[src/rtl/serial_addsub_pkg.sv]
// Shared constants for the bit-serial adder/subtractor: FSM state
// encoding and operation mode encoding.
package serial_addsub_pkg;

  // FSM state encoding
  localparam logic [1:0] ST_IDLE = 2'd0;
  localparam logic [1:0] ST_RUN  = 2'd1;
  localparam logic [1:0] ST_DONE = 2'd2;

  // Operation mode carried on the sub input
  localparam logic MODE_ADD = 1'b0;
  localparam logic MODE_SUB = 1'b1;

endpackage

[src/rtl/serial_addsub_fulladder.sv]
// Single-bit full adder cell, used as the one compute slice of the
// serial adder/subtractor.
module serial_addsub_fulladder (
  input  logic x,
  input  logic y,
  input  logic ci,
  output logic s,
  output logic co
);

  // Sum is the 3-input parity, carry is the 3-input majority
  always_comb begin
    s  = x ^ y ^ ci;
    co = (x & y) | (x & ci) | (y & ci);
  end

endmodule

[src/rtl/serial_addsub.sv]
// Bit-serial adder/subtractor: one full-adder cell plus a carry flop
// processes W-bit operands LSB first, one bit per clock.
//
// Handshake: start is sampled only in IDLE or DONE; the edge that samples
// it loads a/b/sub/cin and enters RUN (busy=1). start while busy is ignored.
// done is high for exactly the one cycle spent in DONE, W cycles after the
// loading edge; sum/cout/ovf are valid while done=1 and hold until the next
// load. A start seen in the DONE cycle reloads immediately (done stays high
// for that cycle).
module serial_addsub
  import serial_addsub_pkg::*;
#(
  parameter int W  = 8,
  parameter int CW = 5
) (
  input  logic         clk,
  input  logic         rst_n,
  input  logic         start,
  input  logic         sub,
  input  logic         cin,
  input  logic [W-1:0] a,
  input  logic [W-1:0] b,
  output logic         busy,
  output logic         done,
  output logic [W-1:0] sum,
  output logic         cout,
  output logic         ovf,
  output logic [1:0]   state_dbg
);

  localparam logic [CW-1:0] LAST = CW'(W - 1);

  logic [1:0]    state;
  logic [CW-1:0] cnt;
  logic [W-1:0]  a_sr;
  logic [W-1:0]  b_sr;
  logic          carry;
  logic          fa_s;
  logic          fa_c;
  logic          load;
  logic          last_bit;

  // The single compute slice: current LSBs plus the registered carry
  serial_addsub_fulladder u_fa (
    .x  (a_sr[0]),
    .y  (b_sr[0]),
    .ci (carry),
    .s  (fa_s),
    .co (fa_c)
  );

  // Decode load and final-bit conditions and the status outputs
  always_comb begin
    load      = start && ((state == ST_IDLE) || (state == ST_DONE));
    last_bit  = (state == ST_RUN) && (cnt == LAST);
    busy      = (state == ST_RUN);
    done      = (state == ST_DONE);
    state_dbg = state;
  end

  // FSM: IDLE/DONE -> RUN on load, RUN -> DONE after the MSB, DONE -> IDLE
  always_ff @(posedge clk or negedge rst_n) begin
    if (!rst_n) begin
      state <= ST_IDLE;
    end else begin
      case (state)
        ST_IDLE: if (load) state <= ST_RUN;
        ST_RUN:  if (last_bit) state <= ST_DONE;
        ST_DONE: state <= load ? ST_RUN : ST_IDLE;
        default: state <= ST_IDLE;
      endcase
    end
  end

  // Bit counter: cleared on load, returns to zero after the MSB so it
  // never exceeds W-1
  always_ff @(posedge clk or negedge rst_n) begin
    if (!rst_n) begin
      cnt <= '0;
    end else if (load) begin
      cnt <= '0;
    end else if (state == ST_RUN) begin
      cnt <= last_bit ? '0 : cnt + CW'(1);
    end
  end

  // Operand shift registers and carry flop; subtract is a + ~b + 1
  always_ff @(posedge clk or negedge rst_n) begin
    if (!rst_n) begin
      a_sr  <= '0;
      b_sr  <= '0;
      carry <= 1'b0;
    end else if (load) begin
      a_sr  <= a;
      b_sr  <= (sub == MODE_SUB) ? ~b : b;
      carry <= (sub == MODE_SUB) ? 1'b1 : cin;
    end else if (state == ST_RUN) begin
      a_sr  <= a_sr >> 1;
      b_sr  <= b_sr >> 1;
      carry <= fa_c;
    end
  end

  // Result: sum bits shift in at the MSB; flags captured on the MSB edge
  always_ff @(posedge clk or negedge rst_n) begin
    if (!rst_n) begin
      sum  <= '0;
      cout <= 1'b0;
      ovf  <= 1'b0;
    end else if (state == ST_RUN) begin
      sum <= {fa_s, sum[W-1:1]};
      if (last_bit) begin
        cout <= fa_c;
        ovf  <= fa_c ^ carry;
      end
    end
  end

endmodule
[config.mk]
export PLATFORM = sky130hd
export DESIGN_NAME = serial_addsub
export DESIGN_NICKNAME = d
export VERILOG_FILES = /design/src/rtl/serial_addsub_pkg.sv /design/src/rtl/serial_addsub_fulladder.sv /design/src/rtl/serial_addsub.sv
export SDC_FILE = /design/constraint.sdc
export NUM_CORES = 1
export LEC_CHECK = 0
export CAP_MARGIN = 10
export CORE_MARGIN = 3
export CORE_UTILIZATION = 45
export CTS_CLUSTER_SIZE = 16
export DETAILED_ROUTE_END_ITERATION = 6
export GPL_TIMING_DRIVEN = 1
export PLACE_DENSITY = 0.78
export REMOVE_ABC_BUFFERS = 1
export SETUP_SLACK_MARGIN = 0.1
export SYNTH_ARGS = -nofsm -noshare
export SYNTH_HDL_FRONTEND = slang
export SYNTH_SLANG_ARGS = --single-unit
[constraint.sdc]
create_clock -name clk -period 2.1 [get_ports clk]
set_clock_uncertainty 0.2 [all_clocks]
set_input_delay 0.315 -clock clk [delete_from_list [all_inputs] [get_ports clk]]
set_output_delay 0.315 -clock clk [all_outputs]
set_load 0.1 [all_outputs]
==> results of run 1 <==
area by class of cell:
class	count	area (um^2)	share of cell area, %
timing repair inverter	1	5.00	0.248
tap	46	57.6	2.85
timing repair buffer	39	380	18.8
multi-input combinational	119	654	32.4
clock buffer	7	55.1	2.72
inverter	2	12.5	0.619
sequential	34	851	42.1
clock inverter	1	5.00	0.248
layout by cell type (no fill, tap or decap), drive strengths merged, types with 4 or more instances in the layout:
cell type / instances
buf: 19
nor2: 16
nand2: 53
a31oi: 11
nand3: 4
dfrtp: 34
clkbuf: 7
clkdlybuf4s50: 20
xor2: 10
worst paths after layout:
path	start	to	depth (start not counted)
setup / recovery	state_dbg[0]	busy	3
hold / removal	rst_n	b_sr[0]	2
setup reg to reg	cnt[0]	ovf	4
hold reg to reg	sum[0]	sum[0]	2
max in group asynchronous	rst_n	cnt[4]	2
min in group clk	sum[0]	sum[0]	2
synth_stat cells, drive strengths merged, types with 2 or more instances:
cell type,count
inv,2
dfrtp,34
a22oi,2
buf,9
nand3,4
a22o,2
nor2,16
a31oi,11
xor2,10
clkbuf,2
nand2b,3
nand2,53
mux2,2
registers in the layout (all words and copies together), names as in the netlist:
name,cells
b_sr,8
cout,1
cnt,5
sum,8
state_dbg,2
a_sr,8
carry,1
ovf,1
power groups by stage:
stage	logic, uW	clock network, uW	registers [uW]
final	1980	378	1170
after global routing	2140	415	1210
after CTS	1980	388	1160
after detailed placement	1980	0	1180
after global placement	1920	0	1160
after floorplan	769	0	1820
through the flow:
step,power [uW],worst slack (ns)
after floorplan,2590,-0.736
after global placement,3080,0.337
after detailed placement,3160,0.280
after CTS,3530,0.170
after global routing,3770,0.183
final,3530,0.271
routing by layer:
layer  global-route usage (%)  up-vias  part of all wire (%)
met2                     30.6       34                    52
li1                         -      618                     -
met1                     18.6      640                    43
met5                        0        -                     0
met4                     6.22        0                   1.5
met3                     3.08        6                   3.6
cell families after synthesis:
family / Yosys count / share of synthesized area (%)
xor+xnor: 10 / 5.49
compound gates: 20 / 8.54
mux: 3 / 2.04
simple gates: 84 / 22.4
buf+inv: 13 / 6.19
fa+ha+maj: 2 / 2.04
flops: 34 / 53.3
==> flow_summary.toml, run 1 <==
[final_layout]
area_delta_synth_final_pct = 26.6
num-nets-final = 225
final_cells = 249
diodes = 0
final_core_utilization_pct = 59.6
stdcell_area_mm2 = 0.00202
fillCellCount = 279
layout-drive-gt1-share_pct = 16.3

[yosys]
synth_area_leader_cell = "dfrtp_1"
syn_area_mm2 = 0.00160
yosys_register_bits = 34
yosysUniqueCellTypes = 35
seq_area_frac_synth_pct = 53.3
synth_top_area_share_pct = 53.3
avgSynthCellArea_um2 = 9.62
synthTopCellsByArea = "dfrtp_1 (53%), nand2_1 (12%), xor2_1 (5.5%), a31oi_1 (4.3%), nor2_1 (3.5%)"
synth_edf_count = 0
async_flop_share_pct = 100
synth_ff_type = "dfrtp_1"
yosys_warnings = 0
netlist_instances = 166

[sta]
finalHoldWorstSlack_ns = 0.195
post-route-period-util_pct = 87.1
maxSlewViolCount = 0
clock.fmax_mhz = 547
grt_setup_unrepaired = "no"
finalSetupTns_ns = 0
worst_pin_slew_ns = 0.469
min_period_ns = 1.83
slew-limit-headroom_pct = 68.6
finalSetupViolCount = 0
hold_viol_final = 0

[global_routing]
grt_pass1_vias = 1292
track_usage_pct = 16.5
grt_pass1_wl_um = 5510
antenna_found_initial = 0
grt_max_degree = 35
grt_overflow_total = 0

[clock_network]
cts-root-buf = "clkbuf_4"
ctsHoldBuffers = 0
htreeDepth = 2
clkLatencyLatePin_ns = 0.33
cts_buffers = 5
numClockSinks = 34
clk_pin_slew_worst_paths_ns = 0.11
cts_resized = 0
ctsLongestPathBuffers = 2
post_cts_buffers = 0
cts_tree = "yes"

[power_and_ir_drop]
comb_power_share_pct = 56.2
pwr-share-seq_pct = 33.1
ir_worst_vdd_mv = 0.609
p_switching_uw = 1820
intPower_uw = 1710
p_clk_share_pct = 10.7
swShare_pct = 51.6
total_leakage_power_uw = 0.000971
power_density_mw_per_mm2 = 1750

[route]
drt-initial-drc-count = 105
vias = 1298
wl_per_cell_um = 13.5
drt-total-wl_um = 3370
drt_pass1_iterations = 4
avgViaCountPerCell = 5.21
drtAntennaViolNets = 0
drc_errors = 0

[floorplanning]
die_y_um = 65.6
num_rows = 21
die_w_um = 65.6
core_mm2 = 0.00339
initial_core_util_pct = 47.1
io_pins = 35
dieArea_mm2 = 0.00430

[outcome]
status = "finished, final reports clean"

[min_path]
hp-class = "in -> async"

[critical_path]
critPathMaxFanout = 16
crit_path_end_kind = "output pin"
critPathKind = "reg -> out"
max_stage_delay_ns = 0.48
worstPathCellList = "nand2b_4, clkinv_4, buf_12"
slowest_stage = "dfrtp_1"
cp.required_ns = 1.58
setup.worst_path.start_class = "flop"
ff2ff_setup_slack_ns = 0.40
arrival_ns = 1.31
crit_buf_inv = 2
path_delay_family = "flip-flops"

[place]
dpl.cell_count = 240
dpl_cell_area_mm2 = 0.00195
port_buffers = 34
place_hpwl_um = 2330
gp_congestion = 0.760

[run]
maxCapViolations = 0
No activity file was read; power rests on OpenSTA's default activity.
==> run 2: changes to the inputs <==
--- a/config.mk
+++ b/config.mk
@@ -5,9 +5,11 @@
 export SDC_FILE = /design/constraint.sdc
 export NUM_CORES = 1
 export LEC_CHECK = 0
+export ABC_CLOCK_PERIOD_IN_PS = 2100
 export CAP_MARGIN = 10
 export CORE_MARGIN = 3
 export CORE_UTILIZATION = 45
+export CTS_BUF_LIST = sky130_fd_sc_hd__clkbuf_2
 export CTS_CLUSTER_SIZE = 16
 export DETAILED_ROUTE_END_ITERATION = 6
 export GPL_TIMING_DRIVEN = 1
==> run 2 against run 1 <==
Compared with the run above: largest cell class unchanged; clock-buffer cell count shrank 1; critical path type unchanged; combinational power is essentially flat; final area shrank 1.2%.
==> flow_summary.toml, run 2 (synthesis gave the netlist of run 1 again) <==
[final_layout]
largestRegisters = "a_sr x8, b_sr x8, sum x8"
layout_commonest_cell = "nand2_1"
final_cells = 249
area_delta_synth_final_pct = 25.0
layout.cells.most_common_list = "nand2_1 (53), dfrtp_1 (33), clkdlybuf4s50_1 (20)"
layout-drive-gt1-share_pct = 16.7
diodes = 0
num-nets-final = 225

[clock_network]
cts_buffers = 5
ctsHoldBuffers = 0
ctsLongestPathBuffers = 2
clkLatencyLatePin_ns = 0.37
clk_pin_slew_worst_paths_ns = 0.17
numClockSinks = 34
cts-root-buf = "clkbuf_2"
cts_tree = "yes"
htreeDepth = 2

[power_and_ir_drop]
comb_power_share_pct = 57.5
swShare_pct = 52.8
power_density_mw_per_mm2 = 1720
total_leakage_power_uw = 0.000964
pwr-share-seq_pct = 33.9
p_clk_share_pct = 8.6
power.total_uw = 3440
intPower_uw = 1620
p_switching_uw = 1810
ir_worst_vdd_mv = 0.519

[global_routing]
antenna_found_initial = 0
grt_max_degree = 35
grt_pass1_wl_um = 5550
grt_pass1_vias = 1297
grt_overflow_total = 0
track_usage_pct = 16.9

[floorplanning]
core_mm2 = 0.00339
die_y_um = 65.6
die_w_um = 65.6
initial_core_util_pct = 47.1
io_pins = 35
dieArea_mm2 = 0.00430
num_rows = 21

[critical_path]
path_delay_family = "flip-flops"
setup.worst_path.start_class = "flop"
crit_buf_inv = 2
max_stage_delay_ns = 0.43
cp.required_ns = 1.58
crit_path_end_kind = "output pin"
worstPathCellList = "nand2b_2, clkinv_4, buf_12"
critPathKind = "reg -> out"
arrival_ns = 1.38
slowest_stage = "dfrtp_1"
critPathMaxFanout = 16

[route]
wl_per_cell_um = 13.5
avgViaCountPerCell = 5.22
drtAntennaViolNets = 0
vias = 1300
drt-initial-drc-count = 76
drt-total-wl_um = 3360
drt_pass1_iterations = 4
drc_errors = 0

[place]
gp_congestion = 0.760
place_ws_ns = 0.280
place_hpwl_um = 2330
port_buffers = 34
dpl.cell_count = 240

[sta]
hold_viol_final = 0
slew-limit-headroom_pct = 68.7
finalHoldWorstSlack_ns = 0.138
post-route-period-util_pct = 90.5
clock.fmax_mhz = 526
finalSetupTns_ns = 0
worst_pin_slew_ns = 0.468
finalSetupViolCount = 0
maxSlewViolCount = 0
min_period_ns = 1.90
grt_setup_unrepaired = "no"
setup_slack_ns = 0.200

[run]
maxCapViolations = 0

[outcome]
status = "finished, final reports clean"

[min_path]
hp-class = "in -> async"
==> run 2: metal layers <==
| metal | part of all wire [%] | vias to the layer above | track usage [%] |
|---|---|---|---|
| met3 | 3.7 | 6 | 5.13 |
| met5 | 0 | - | 0 |
| met4 | 1.5 | 0 | 5.96 |
| met1 | 42 | 648 | 18.3 |
| li1 | - | 618 | - |
| met2 | 52 | 28 | 30.8 |
==> run 2: cell type report <==
type / instances / area [um^2]
Clock buffer: 6 / 30.0
Clock inverter: 2 / 8.76
Fill cell: 285 / 1390
Inverter: 2 / 12.5
Multi-Input combinational cell: 119 / 649
Sequential cell: 34 / 852
Tap cell: 46 / 57.6
Timing Repair Buffer: 39 / 380
Timing Repair inverter: 1 / 5.00
==> run 2: final timing paths <==
kind                                end    startpoint  depth (start not counted)  slack, ns
setup / recovery                   busy  state_dbg[1]                          3       0.20
hold / removal                  b_sr[0]         rst_n                          2       0.14
setup reg to reg                    ovf        cnt[0]                          4       0.40
hold reg to reg                  cnt[4]        cnt[4]                          1       0.31
max in group asynchronous  state_dbg[0]         rst_n                          2       1.23
min in group clk                a_sr[7]          a[7]                          3       0.28
==> run 2: stage by stage <==
stage / cell area [um^2] / utilization (%)
after floorplan: 1510 / -
after global placement: 1950 / 57.5
after detailed placement: 1950 / 57.5
after CTS: 1990 / 58.6
after global routing: 2000 / 58.9
final: 2000 / 58.9
==> run 2: power by group through the flow <==
stage	registers, uW	clock network [uW]	logic, uW
finish	1160	296	1980
global route	1210	340	2130
CTS	1160	312	1980
detailed placement	1180	0	1980
global placement	1160	0	1920
floorplan	1820	0	769
==> run 2: what timing repair did <==
item                                   CTS  global route
buffers inserted                         0             0
setup endpoints to repair                0             1
endpoints found under the hold margin    0             0
gates resized for setup                  0             3
